File: src/rtl/alu_add_scheduler_pkg.sv
// Shared types and helpers for the ALU add scheduler.
//   sched_state_e : arbitration FSM states (idle = 1'b0, busy = 1'b1)
//   id_width()    : requester-index width, never narrower than one bit
package alu_add_scheduler_pkg;

  typedef enum logic [0:0] {
    StIdle = 1'b0,
    StBusy = 1'b1
  } sched_state_e;

  function automatic int unsigned id_width(input int unsigned n);
    return (n > 1) ? $clog2(n) : 1;
  endfunction

endpackage

File: src/rtl/AddrCarryLookAhead.sv
// WIDTH-bit carry-lookahead adder, purely combinational.
//   iwv_a, iwv_b : operands
//   iw_cin       : carry in
//   owv_output   : {carry_out, sum}
module AddrCarryLookAhead #(
  parameter int unsigned WIDTH = 8
) (
  input  logic [WIDTH-1:0] iwv_a,
  input  logic [WIDTH-1:0] iwv_b,
  input  logic             iw_cin,
  output logic [WIDTH:0]   owv_output
);

  logic [WIDTH-1:0] gen;
  logic [WIDTH-1:0] prop;
  logic [WIDTH:0]   carry;
  logic             term;

  assign gen  = iwv_a & iwv_b;
  assign prop = iwv_a ^ iwv_b;

  // Each carry is the flattened sum of products: a generate at bit j that
  // propagates through bits j+1..i, or the carry-in propagating through 0..i.
  always_comb begin
    carry    = '0;
    term     = 1'b0;
    carry[0] = iw_cin;
    for (int unsigned i = 0; i < WIDTH; i++) begin
      term = iw_cin;
      for (int unsigned j = 0; j <= i; j++) term = term & prop[j];
      carry[i+1] = term;
      for (int unsigned j = 0; j <= i; j++) begin
        term = gen[j];
        for (int unsigned m = j + 1; m <= i; m++) term = term & prop[m];
        carry[i+1] = carry[i+1] | term;
      end
    end
  end

  assign owv_output = {carry[WIDTH], prop ^ carry[WIDTH-1:0]};

endmodule

File: src/rtl/alu_rr_arbiter.sv
// Combinational round-robin arbiter.
//   req_i       : request vector
//   ptr_i       : highest-priority index (must be < NREQ)
//   grant_oh_o  : one-hot grant
//   grant_idx_o : grant index
//   any_req_o   : at least one request present
module alu_rr_arbiter
  import alu_add_scheduler_pkg::*;
#(
  parameter int unsigned NREQ = 3,
  localparam int unsigned IdW = id_width(NREQ)
) (
  input  logic [NREQ-1:0] req_i,
  input  logic [IdW-1:0]  ptr_i,
  output logic [NREQ-1:0] grant_oh_o,
  output logic [IdW-1:0]  grant_idx_o,
  output logic            any_req_o
);

  logic [IdW-1:0] idx;

  // Scan from the pointer upward, wrapping; the first hit wins.
  always_comb begin
    grant_oh_o  = '0;
    grant_idx_o = '0;
    any_req_o   = 1'b0;
    idx         = '0;
    for (int unsigned i = 0; i < NREQ; i++) begin
      idx = IdW'((32'(ptr_i) + i) % NREQ);
      if (!any_req_o && req_i[idx]) begin
        any_req_o       = 1'b1;
        grant_oh_o[idx] = 1'b1;
        grant_idx_o     = idx;
      end
    end
  end

endmodule

File: src/rtl/alu_add_scheduler.sv
// Shares one carry-lookahead adder between NREQ requesters. Each grant is
// held for a whole multi-word add (LS word first) with the carry chained
// between beats; every accepted beat lands in a single result register.
// Optional feature macro: ALU_ADD_SCHED_SUB_EN (subtract via iwv_req_sub).
//   iw_clk / iw_rst_n           : clock, async active-low reset
//   iwv_req_valid/owv_req_ready : per-requester beat handshake
//   iwv_req_x/y                 : packed operand words, requester k at [k*WIDTH +: WIDTH]
//   iwv_req_last/iwv_req_sub    : final-word flag / subtract (first beat)
//   ow_res_valid/iw_res_ready   : result handshake
//   owv_res_sum, ow_res_carry, ow_res_last, owv_res_id, owv_res_beat : result fields
module alu_add_scheduler
  import alu_add_scheduler_pkg::*;
#(
  parameter int unsigned WIDTH  = 8,
  parameter int unsigned NREQ   = 3,
  parameter int unsigned BEAT_W = 4,
  localparam int unsigned IdW = id_width(NREQ)
) (
  input  logic                  iw_clk,
  input  logic                  iw_rst_n,
  input  logic [NREQ-1:0]       iwv_req_valid,
  output logic [NREQ-1:0]       owv_req_ready,
  input  logic [NREQ*WIDTH-1:0] iwv_req_x,
  input  logic [NREQ*WIDTH-1:0] iwv_req_y,
  input  logic [NREQ-1:0]       iwv_req_last,
  input  logic [NREQ-1:0]       iwv_req_sub,
  output logic                  ow_res_valid,
  input  logic                  iw_res_ready,
  output logic [WIDTH-1:0]      owv_res_sum,
  output logic                  ow_res_carry,
  output logic                  ow_res_last,
  output logic [IdW-1:0]        owv_res_id,
  output logic [BEAT_W-1:0]     owv_res_beat
);

  sched_state_e state_q, state_d;
  logic [IdW-1:0]    grant_q, grant_d, rr_q, rr_d, rr_next;
  logic [NREQ-1:0]   grant_oh_q, grant_oh_d;
  logic              carry_q, carry_d;
  logic [BEAT_W-1:0] beat_q, beat_d;

  logic              res_valid_q, res_valid_d, res_carry_q, res_carry_d, res_last_q, res_last_d;
  logic [WIDTH-1:0]  res_sum_q, res_sum_d;
  logic [IdW-1:0]    res_id_q, res_id_d;
  logic [BEAT_W-1:0] res_beat_q, res_beat_d;

  logic [NREQ-1:0]  arb_oh;
  logic [IdW-1:0]   arb_idx;
  logic             arb_any;
  logic             sel_valid, sel_last;
  logic [WIDTH-1:0] sel_x, sel_y, add_b;
  logic             add_cin, sub_eff;
  logic [WIDTH:0]   add_out;
  logic             busy, res_free, accept, first_beat;

  alu_rr_arbiter #(
    .NREQ(NREQ)
  ) u_arb (
    .req_i       (iwv_req_valid),
    .ptr_i       (rr_q),
    .grant_oh_o  (arb_oh),
    .grant_idx_o (arb_idx),
    .any_req_o   (arb_any)
  );

  // Operand mux for the locked grant.
  always_comb begin
    sel_valid = 1'b0;
    sel_last  = 1'b0;
    sel_x     = '0;
    sel_y     = '0;
    for (int unsigned k = 0; k < NREQ; k++) begin
      if (grant_q == IdW'(k)) begin
        sel_valid = iwv_req_valid[k];
        sel_last  = iwv_req_last[k];
        sel_x     = iwv_req_x[k*WIDTH +: WIDTH];
        sel_y     = iwv_req_y[k*WIDTH +: WIDTH];
      end
    end
  end

  assign busy          = (state_q == StBusy);
  assign res_free      = !res_valid_q || iw_res_ready;
  assign accept        = busy && sel_valid && res_free;
  assign owv_req_ready = (busy && res_free) ? grant_oh_q : '0;
  // Beat counter only returns to zero at transaction end, so zero marks the first beat.
  assign first_beat    = (beat_q == '0);

`ifdef ALU_ADD_SCHED_SUB_EN
  logic sel_sub, sub_q, sub_d;

  always_comb begin
    sel_sub = 1'b0;
    for (int unsigned k = 0; k < NREQ; k++) begin
      if (grant_q == IdW'(k)) sel_sub = iwv_req_sub[k];
    end
  end

  // The first beat uses the live request bit; later beats use the latched copy.
  assign sub_eff = first_beat ? sel_sub : sub_q;
  assign sub_d   = (accept && first_beat) ? sel_sub : sub_q;

  always_ff @(posedge iw_clk or negedge iw_rst_n) begin
    if (!iw_rst_n) sub_q <= 1'b0;
    else           sub_q <= sub_d;
  end
`else
  logic unused_sub;
  assign unused_sub = ^iwv_req_sub;
  assign sub_eff    = 1'b0;
`endif

  assign add_b   = sub_eff ? ~sel_y : sel_y;
  assign add_cin = first_beat ? sub_eff : carry_q;

  AddrCarryLookAhead #(
    .WIDTH(WIDTH)
  ) u_adder (
    .iwv_a      (sel_x),
    .iwv_b      (add_b),
    .iw_cin     (add_cin),
    .owv_output (add_out)
  );

  always_comb begin
    rr_next = grant_q + 1'b1;
    if (32'(grant_q) >= NREQ - 1) rr_next = '0;
  end

  // Arbitration / transaction FSM.
  always_comb begin
    state_d    = state_q;
    grant_d    = grant_q;
    grant_oh_d = grant_oh_q;
    rr_d       = rr_q;
    carry_d    = carry_q;
    beat_d     = beat_q;
    case (state_q)
      StIdle: begin
        if (arb_any) begin
          grant_d    = arb_idx;
          grant_oh_d = arb_oh;
          state_d    = StBusy;
        end
      end
      StBusy: begin
        if (accept) begin
          if (sel_last) begin
            state_d = StIdle;
            rr_d    = rr_next;
            carry_d = 1'b0;
            beat_d  = '0;
          end else begin
            carry_d = add_out[WIDTH];
            beat_d  = (beat_q == {BEAT_W{1'b1}}) ? beat_q : beat_q + 1'b1;
          end
        end
      end
      default: state_d = StIdle;
    endcase
  end

  // Result register: loads on accept, otherwise empties on drain.
  always_comb begin
    res_valid_d = res_valid_q;
    res_sum_d   = res_sum_q;
    res_carry_d = res_carry_q;
    res_last_d  = res_last_q;
    res_id_d    = res_id_q;
    res_beat_d  = res_beat_q;
    if (accept) begin
      res_valid_d = 1'b1;
      res_sum_d   = add_out[WIDTH-1:0];
      res_carry_d = add_out[WIDTH];
      res_last_d  = sel_last;
      res_id_d    = grant_q;
      res_beat_d  = beat_q;
    end else if (iw_res_ready) begin
      res_valid_d = 1'b0;
    end
  end

  always_ff @(posedge iw_clk or negedge iw_rst_n) begin
    if (!iw_rst_n) begin
      state_q     <= StIdle;
      grant_q     <= '0;
      grant_oh_q  <= '0;
      rr_q        <= '0;
      carry_q     <= 1'b0;
      beat_q      <= '0;
      res_valid_q <= 1'b0;
      res_sum_q   <= '0;
      res_carry_q <= 1'b0;
      res_last_q  <= 1'b0;
      res_id_q    <= '0;
      res_beat_q  <= '0;
    end else begin
      state_q     <= state_d;
      grant_q     <= grant_d;
      grant_oh_q  <= grant_oh_d;
      rr_q        <= rr_d;
      carry_q     <= carry_d;
      beat_q      <= beat_d;
      res_valid_q <= res_valid_d;
      res_sum_q   <= res_sum_d;
      res_carry_q <= res_carry_d;
      res_last_q  <= res_last_d;
      res_id_q    <= res_id_d;
      res_beat_q  <= res_beat_d;
    end
  end

  assign ow_res_valid = res_valid_q;
  assign owv_res_sum  = res_sum_q;
  assign ow_res_carry = res_carry_q;
  assign ow_res_last  = res_last_q;
  assign owv_res_id   = res_id_q;
  assign owv_res_beat = res_beat_q;

endmodule

File: config.mk
export PLATFORM = sky130hd
export DESIGN_NAME = alu_add_scheduler
export DESIGN_NICKNAME = d
export VERILOG_FILES = /design/src/rtl/alu_add_scheduler_pkg.sv /design/src/rtl/AddrCarryLookAhead.sv /design/src/rtl/alu_rr_arbiter.sv /design/src/rtl/alu_add_scheduler.sv
export SDC_FILE = /design/constraint.sdc
export NUM_CORES = 1
export LEC_CHECK = 0
export CAP_MARGIN = 20
export CORE_AREA = 5 5 78 80
export CTS_CLUSTER_DIAMETER = 40
export DETAILED_ROUTE_END_ITERATION = 8
export DIE_AREA = 0 0 83 85
export GPL_TIMING_DRIVEN = 0
export PLACE_DENSITY = 0.87
export SKIP_LAST_GASP = 1
export SLEW_MARGIN = 40
export SYNTH_ARGS = -nofsm -noshare
export SYNTH_HDL_FRONTEND = slang
export SYNTH_HIERARCHICAL = 1
export SYNTH_SLANG_ARGS = --single-unit
File: constraint.sdc
create_clock -name iw_clk -period 4.2 [get_ports iw_clk]
set_clock_uncertainty 0.1 [all_clocks]
set_input_delay 0.42 -clock iw_clk [delete_from_list [all_inputs] [get_ports iw_clk]]
set_output_delay 0.42 -clock iw_clk [all_outputs]
set_load 0.01 [all_outputs]
==> flow_metrics.py, run 1 <==
metrics = {
    "final_layout": {
        "diodes": 0,
        "n_fill_cell": 472,
        "num-nets-final": 412,
        "design_area_sq_um": 3360,
        "final_util": 0.629,
        "multi_input_area_sq_um": 1540,
        "register_area_sq_um": 751,
        "drive_gt1_frac": 0.154,
        "area_delta_synth_final_pct": 39.0,
    },
    "worst_setup_path": {
        "worstPathArrival_ps": 3540,
        "critPathLaunchType": "flop",
        "crit_path_end_kind": "flop",
        "critPathMaxStageDelay_ps": 500,
        "cp_max_fo": 10,
        "cp_num_buf_inv": 3,
        "required_ps": 4270,
        "crit_chain": "buf_6 -> buf_4 -> buf_2 -> mux2i_1 -> o21ai_0 -> ha_1 -> ha_1 -> o211ai_2 -> a21oi_1 -> or4_4 -> a21o_1 -> mux2_4",
        "cpMostUsedCell": "ha_1",
        "crit_path_top_delay_cell": "or4_4",
        "reg2regPathDepth": 12,
        "rrSetupSlack_ps": 730,
        "crit_type": "reg2reg",
        "path_delay_family": "compound AO/OA/AOI/OAI gates",
        "r2r_end": "ow_res_carry",
        "reg2reg_from": "grant_q[1]",
    },
    "global_route": {
        "grt_max_degree": 31,
        "grt.busiest_layer": "met2",
        "met3_usage": 0.0369,
        "grt_first_pass_wirelength_mm": 10.7,
        "grt_pass1_vias": 2298,
        "use_met1": 0.215,
        "gr-total-overflow": 0,
        "grt_usage": 0.185,
        "grt_use_met2": 0.337,
        "antenna_found_initial": 0,
    },
    "cts": {
        "cts_hold_buffers": 0,
        "cts_buffers": 5,
        "insertion_delay_ps": 290,
        "cts_setup_buffers": 0,
        "cts.sinks": 30,
        "clockBufferDepth": 2,
        "clk_pin_slew_ps": 80,
        "cts-resized-gates": 0,
        "cts_tree": "yes",
        "cts_root_buffer": "clkbuf_8",
        "htreeDepth": 2,
    },
    "yosys": {
        "synth_area_sq_um": 2410,
        "synth.distinct_cells": 58,
        "synth-main-ff-cell": "dfrtp_1",
        "synth_top_cells_by_area": "dfrtp_1 (31%), ha_1 (7.8%), mux2_4 (7.5%), mux2i_1 (7.0%), o21ai_0 (6.2%)",
        "ys_seq_area_frac": 0.311,
        "netlist_instances": 253,
        "synth_area_leader_cell": "dfrtp_1",
        "synth_edf_count": 0,
        "synth_commonest_cells": "dfrtp_1 (30), nand2_1 (30), o21ai_0 (30), mux2i_1 (17), nor2_1 (16)",
        "syn_area_per_cell_sq_um": 9.54,
        "synthesis.nets": 329,
        "synth_warnings": 6,
        "netlist.area_leader.share": 0.311,
        "ys_async_sr_fraction": 1.00,
        "ys_seq_elements": 30,
    },
    "placed_design": {
        "routabilityCongestion": 0.828,
        "place_hpwl_mm": 5.11,
        "port_buffers": 76,
        "dpl-instance-area_sq_um": 3260,
    },
    "route": {
        "drt_iter0_markers": 101,
        "routed_via_density": 5.39,
        "vias": 2204,
        "firstDrtPassIters": 4,
        "wl_per_cell_microns": 15.7,
        "remaining_drc_errors": 0,
        "postRouteAntennaNets": 0,
        "routed_wl_mm": 6.40,
    },
    "pwr": {
        "pwr_density_cell_nw_per_um2": 722,
        "power_leakage_nw": 1.43,
        "power_frac_clock": 0.102,
        "ir_worst_vdd_uv": 399,
        "totalPowerFinal_mw": 2.42,
        "switching_power_mw": 1.02,
        "internal_power_mw": 1.40,
        "p_seq_frac": 0.205,
        "sw_frac_of_total": 0.421,
        "p_comb_frac": 0.693,
    },
    "hold_path": {
        "min_path_type": "in2async",
    },
    "flow_run": {
        "cap_violations": 0,
    },
    "sta": {
        "period_share": 0.826,
        "grt_setup_unrepaired": "false",
        "hold_violations": 0,
        "slew_violations": 0,
        "slew_headroom": 0.558,
        "fmax_ghz": 0.288,
        "setup_viol": 0,
        "post-route-min-period_ps": 3470,
        "setup_tns_ps": 0,
        "worstMarginPinSlew_ps": 662,
        "holdWs_ps": 56.1,
    },
    "status": {
        "status": "completed",
    },
    "floorplanning": {
        "boundaryPins": 80,
        "die_area_sq_um": 7060,
        "num_rows": 27,
        "initial_core_util": 0.452,
        "die_w_microns": 83,
        "core_area_sq_um": 5340,
        "die_y_microns": 85,
    },
}
## power groups by stage
stage,clock [mW],combinational [mW],sequential [mW]
2_1_floorplan,0,1.16,0.517
3_3_place_gp,0,1.62,0.494
3_5_place_dp,0,1.67,0.500
4_1_cts,0.254,1.68,0.497
5_1_grt,0.267,1.84,0.512
6_report,0.248,1.68,0.497
## worst reg2reg max path, cell delays in order (launching register included)
cell	delay (ps)
dfrtp_1	350
buf_6	130
buf_4	210
buf_2	330
mux2i_1	130
o21ai_0	310
ha_1	300
ha_1	210
o211ai_2	190
a21oi_1	130
or4_4	500
a21o_1	200
mux2_4	270
## area by class of cell
type                       count  share of cell area
multi-input combinational    201               0.459
sequential                    30               0.224
buffer                        14              0.0280
inverter                       8             0.00895
timing repair buffer          76               0.225
tap                           72              0.0268
clock inverter                 2             0.00373
clock buffer                   6              0.0246
## kinds of logic (layout without fill, tap and decap cells)
group,after synthesis,in the layout,synth area share
XOR/XNOR,4,4,0.0145
buffers and inverters,22,106,0.0513
adder cells (fa/ha/maj),16,16,0.0860
AND/OR/NAND/NOR,76,76,0.163
AO/OA/AOI/OAI,70,70,0.200
multiplexers,35,35,0.174
flip-flops,30,30,0.311
## flip-flops by register name, summed over array words and instances (netlist names)
signal and cells:
rr_q 2, owv_res_beat 4, beat_q 4, grant_q 2, ow_res_last 1, ow_res_carry 1, owv_res_sum 8, busy 1
owv_res_id 2, grant_oh_q 3, ow_res_valid 1, carry_q 1
## placed cells by master, fill, tap and decap left out, types with 2 or more instances in the layout
cell type and instances:
o211ai_2 2, a22o_1 2, clkdlybuf4s50_1 75, o21a_1 2
dfrtp_1 30, a21oi_2 2, o2bb2ai_1 2, mux2_2 5
mux2i_1 17, nand2b_1 4, nor2_1 16, o21ai_0 30
o2111ai_1 2, xnor2_1 3, a21o_1 3, clkbuf_2 2
a21oi_1 7, buf_6 3, buf_2 2, mux2_4 12
clkbuf_1 4, a21boi_0 2, inv_1 8, o211ai_1 2
nor2b_2 2, buf_4 4, ha_1 15, and3_1 3
nor3_1 4, nor2b_1 3, clkbuf_8 6, nand2_1 30
nand3_1 4
## how the worst max path moves through the flow
stage | slack, ps | endpoint | cells after the start | startpoint
4_1_cts | 720 | ow_res_carry | 12 | grant_q[1]
2_1_floorplan | 1070 | ow_res_carry | 12 | grant_q[1]
3_3_place_gp | 830 | ow_res_carry | 12 | grant_q[1]
5_1_grt | 520 | ow_res_carry | 10 | grant_q[0]
6_report | 730 | ow_res_carry | 12 | grant_q[1]
3_5_place_dp | 730 | ow_res_carry | 12 | grant_q[1]
## per-stage QoR
stage / setup WS, ps / cells
after floorplan: 1070 / 253
after global placement: 831 / 401
after detailed placement: 734 / 401
after CTS: 716 / 409
after global routing: 517 / 409
final: 729 / 409
## metal layers
metal / wire, microns / up-vias / share of wire
li1: - / 1069 / -
met4: 133 / 0 / 0.021
met1: 2740 / 1075 / 0.43
met5: 0 / - / 0
met2: 3330 / 49 / 0.52
met3: 196 / 11 / 0.031
Note: power is estimated with default switching activity, not from simulation.
==> run 2, diff against run 1 <==
==> constraint.sdc (replaced) <==
create_clock -name iw_clk -period 3.6 [get_ports iw_clk]
set_clock_uncertainty 0.1 [all_clocks]
set_input_delay 0.36 -clock iw_clk [delete_from_list [all_inputs] [get_ports iw_clk]]
set_output_delay 0.36 -clock iw_clk [all_outputs]
set_load 0.01 [all_outputs]
==> flow_metrics.py, run 2 (synthesized netlist as in run 1, its figures left out) <==
metrics = {
    "floorplanning": {
        "num_rows": 27,
        "initial_core_util": 0.452,
        "die_area_sq_um": 7060,
        "die_y_microns": 85,
        "boundaryPins": 80,
        "die_w_microns": 83,
        "core_area_sq_um": 5340,
    },
    "pwr": {
        "switching_power_mw": 1.18,
        "ir_worst_vdd_uv": 464,
        "p_seq_frac": 0.205,
        "power_leakage_nw": 1.43,
        "power_frac_clock": 0.102,
        "pwr_density_cell_nw_per_um2": 841,
        "p_comb_frac": 0.693,
        "internal_power_mw": 1.63,
        "sw_frac_of_total": 0.420,
    },
    "sta": {
        "period_share": 0.943,
        "setup_tns_ps": 0,
        "setup_viol": 0,
        "slew_headroom": 0.542,
        "fmax_ghz": 0.294,
        "finalWorstSetupSlack_ps": 204,
        "hold_violations": 0,
        "slew_violations": 0,
        "holdWs_ps": 9.15,
        "grt_setup_unrepaired": "false",
        "post-route-min-period_ps": 3400,
        "worstMarginPinSlew_ps": 687,
    },
    "final_layout": {
        "largest_reg_flops": 8,
        "num-nets-final": 411,
        "final_cell_mix": "clkdlybuf4s50_1 (75), nand2_1 (30), dfrtp_1 (30)",
        "area_delta_synth_final_pct": 38.8,
        "final_util": 0.628,
        "final_common_cell": "clkdlybuf4s50_1",
        "diodes": 0,
        "drive_gt1_frac": 0.155,
    },
    "worst_setup_path": {
        "worstPathArrival_ps": 3470,
        "critPathLaunchType": "flop",
        "crit_path_top_delay_cell": "or4_4",
        "cp_max_fo": 10,
        "rrSetupSlack_ps": 200,
        "r2r_end": "ow_res_carry",
        "worstSetupStartpoint": "grant_q[1]",
        "required_ps": 3670,
        "reg2reg_from": "grant_q[1]",
        "reg2regPathDepth": 12,
        "cp-endpoint": "ow_res_carry",
        "crit_chain": "buf_6 -> buf_4 -> buf_2 -> mux2i_1 -> o21ai_1 -> ha_1 -> ha_1 -> o211ai_2 -> a21oi_1 -> or4_4 -> a21o_1 -> mux2_4",
        "critPathMaxStageDelay_ps": 500,
        "crit_path_end_kind": "flop",
        "crit_type": "reg2reg",
        "cpMostUsedCell": "ha_1",
    },
    "global_route": {
        "grt_max_degree": 31,
        "grt_pass1_vias": 2298,
        "gr-total-overflow": 0,
        "antenna_found_initial": 0,
        "grt_usage": 0.185,
        "grt_first_pass_wirelength_mm": 10.7,
    },
    "flow_run": {
        "cap_violations": 0,
    },
    "placed_design": {
        "port_buffers": 76,
        "post-place-ws_ps": 134,
        "place_hpwl_mm": 5.11,
        "routabilityCongestion": 0.828,
    },
    "cts": {
        "cts_hold_buffers": 0,
        "insertion_delay_ps": 290,
        "cts.sinks": 30,
        "cts_tree": "yes",
        "cts_buffers": 5,
        "cts_root_buffer": "clkbuf_8",
        "clk_pin_slew_ps": 70,
        "htreeDepth": 2,
        "clockBufferDepth": 2,
    },
    "route": {
        "routed_wl_mm": 6.40,
        "drt_iter0_markers": 98,
        "vias": 2172,
        "routed_via_density": 5.32,
        "firstDrtPassIters": 4,
        "postRouteAntennaNets": 0,
        "wl_per_cell_microns": 15.7,
        "remaining_drc_errors": 0,
    },
    "status": {
        "status": "completed",
    },
    "hold_path": {
        "min_path_type": "in2async",
    },
}
==> run 2: power groups by stage <==
stage / Sequential [mW] / Clock [mW] / Combinational [mW]
after floorplan: 0.603 / 0 / 1.35
after global placement: 0.576 / 0 / 1.89
after detailed placement: 0.583 / 0 / 1.94
after CTS: 0.580 / 0.297 / 1.96
after global routing: 0.597 / 0.311 / 2.15
final: 0.579 / 0.287 / 1.95
==> run 2: what timing repair did <==
item / CTS / global route
gates resized for setup: 0 / 2
setup buffers: 0 / 0
setup endpoints to repair: 0 / 2
endpoints found under the hold margin: 0 / 0
==> run 2: cell type report <==
type	count	area, sq um
Inverter	8	30.0
Clock inverter	2	12.5
Clock buffer	6	82.6
Buffer	13	90.1
Sequential cell	30	751
Multi-Input combinational cell	201	1540
Timing Repair Buffer	76	756
Fill cell	473	1990
Tap cell	72	90.1
==> run 2: worst min path at each step <==
| stage | cells after the start | to |
|---|---|---|
| floorplan | 0 | beat_q[0] |
| global placement | 1 | ow_res_last |
| detailed placement | 1 | beat_q[3] |
| CTS | 1 | ow_res_valid |
| global route | 1 | carry_q |
| finish | 1 | busy |
==> run 2: critical path: cells and delay by family (launching register included) <==
| family | cells | cell delay (ps) |
|---|---|---|
| muxes | 2 | 510 |
| AOI/OAI and AO/OA | 4 | 650 |
| and+or+nand+nor | 1 | 500 |
| adders and majority gates | 2 | 510 |
| buffers and inverters | 3 | 660 |
| DFF | 1 | 350 |
==> run 2: metal layers <==
layer	global-route usage	vias up	share of wire
met5	0	-	0
met4	0.0669	0	0.021
met3	0.0369	12	0.029
met2	0.337	51	0.52
met1	0.215	1044	0.43
li1	-	1065	-
==> run 2: through the flow <==
step                      instances  power, mW  cell area [sq um]
after floorplan                 253       1.96               2410
after global placement          401       2.47               3270
after detailed placement        401       2.53               3260
after CTS                       409       2.84               3360
after global routing            408       3.05               3350
final                           408       2.82               3350
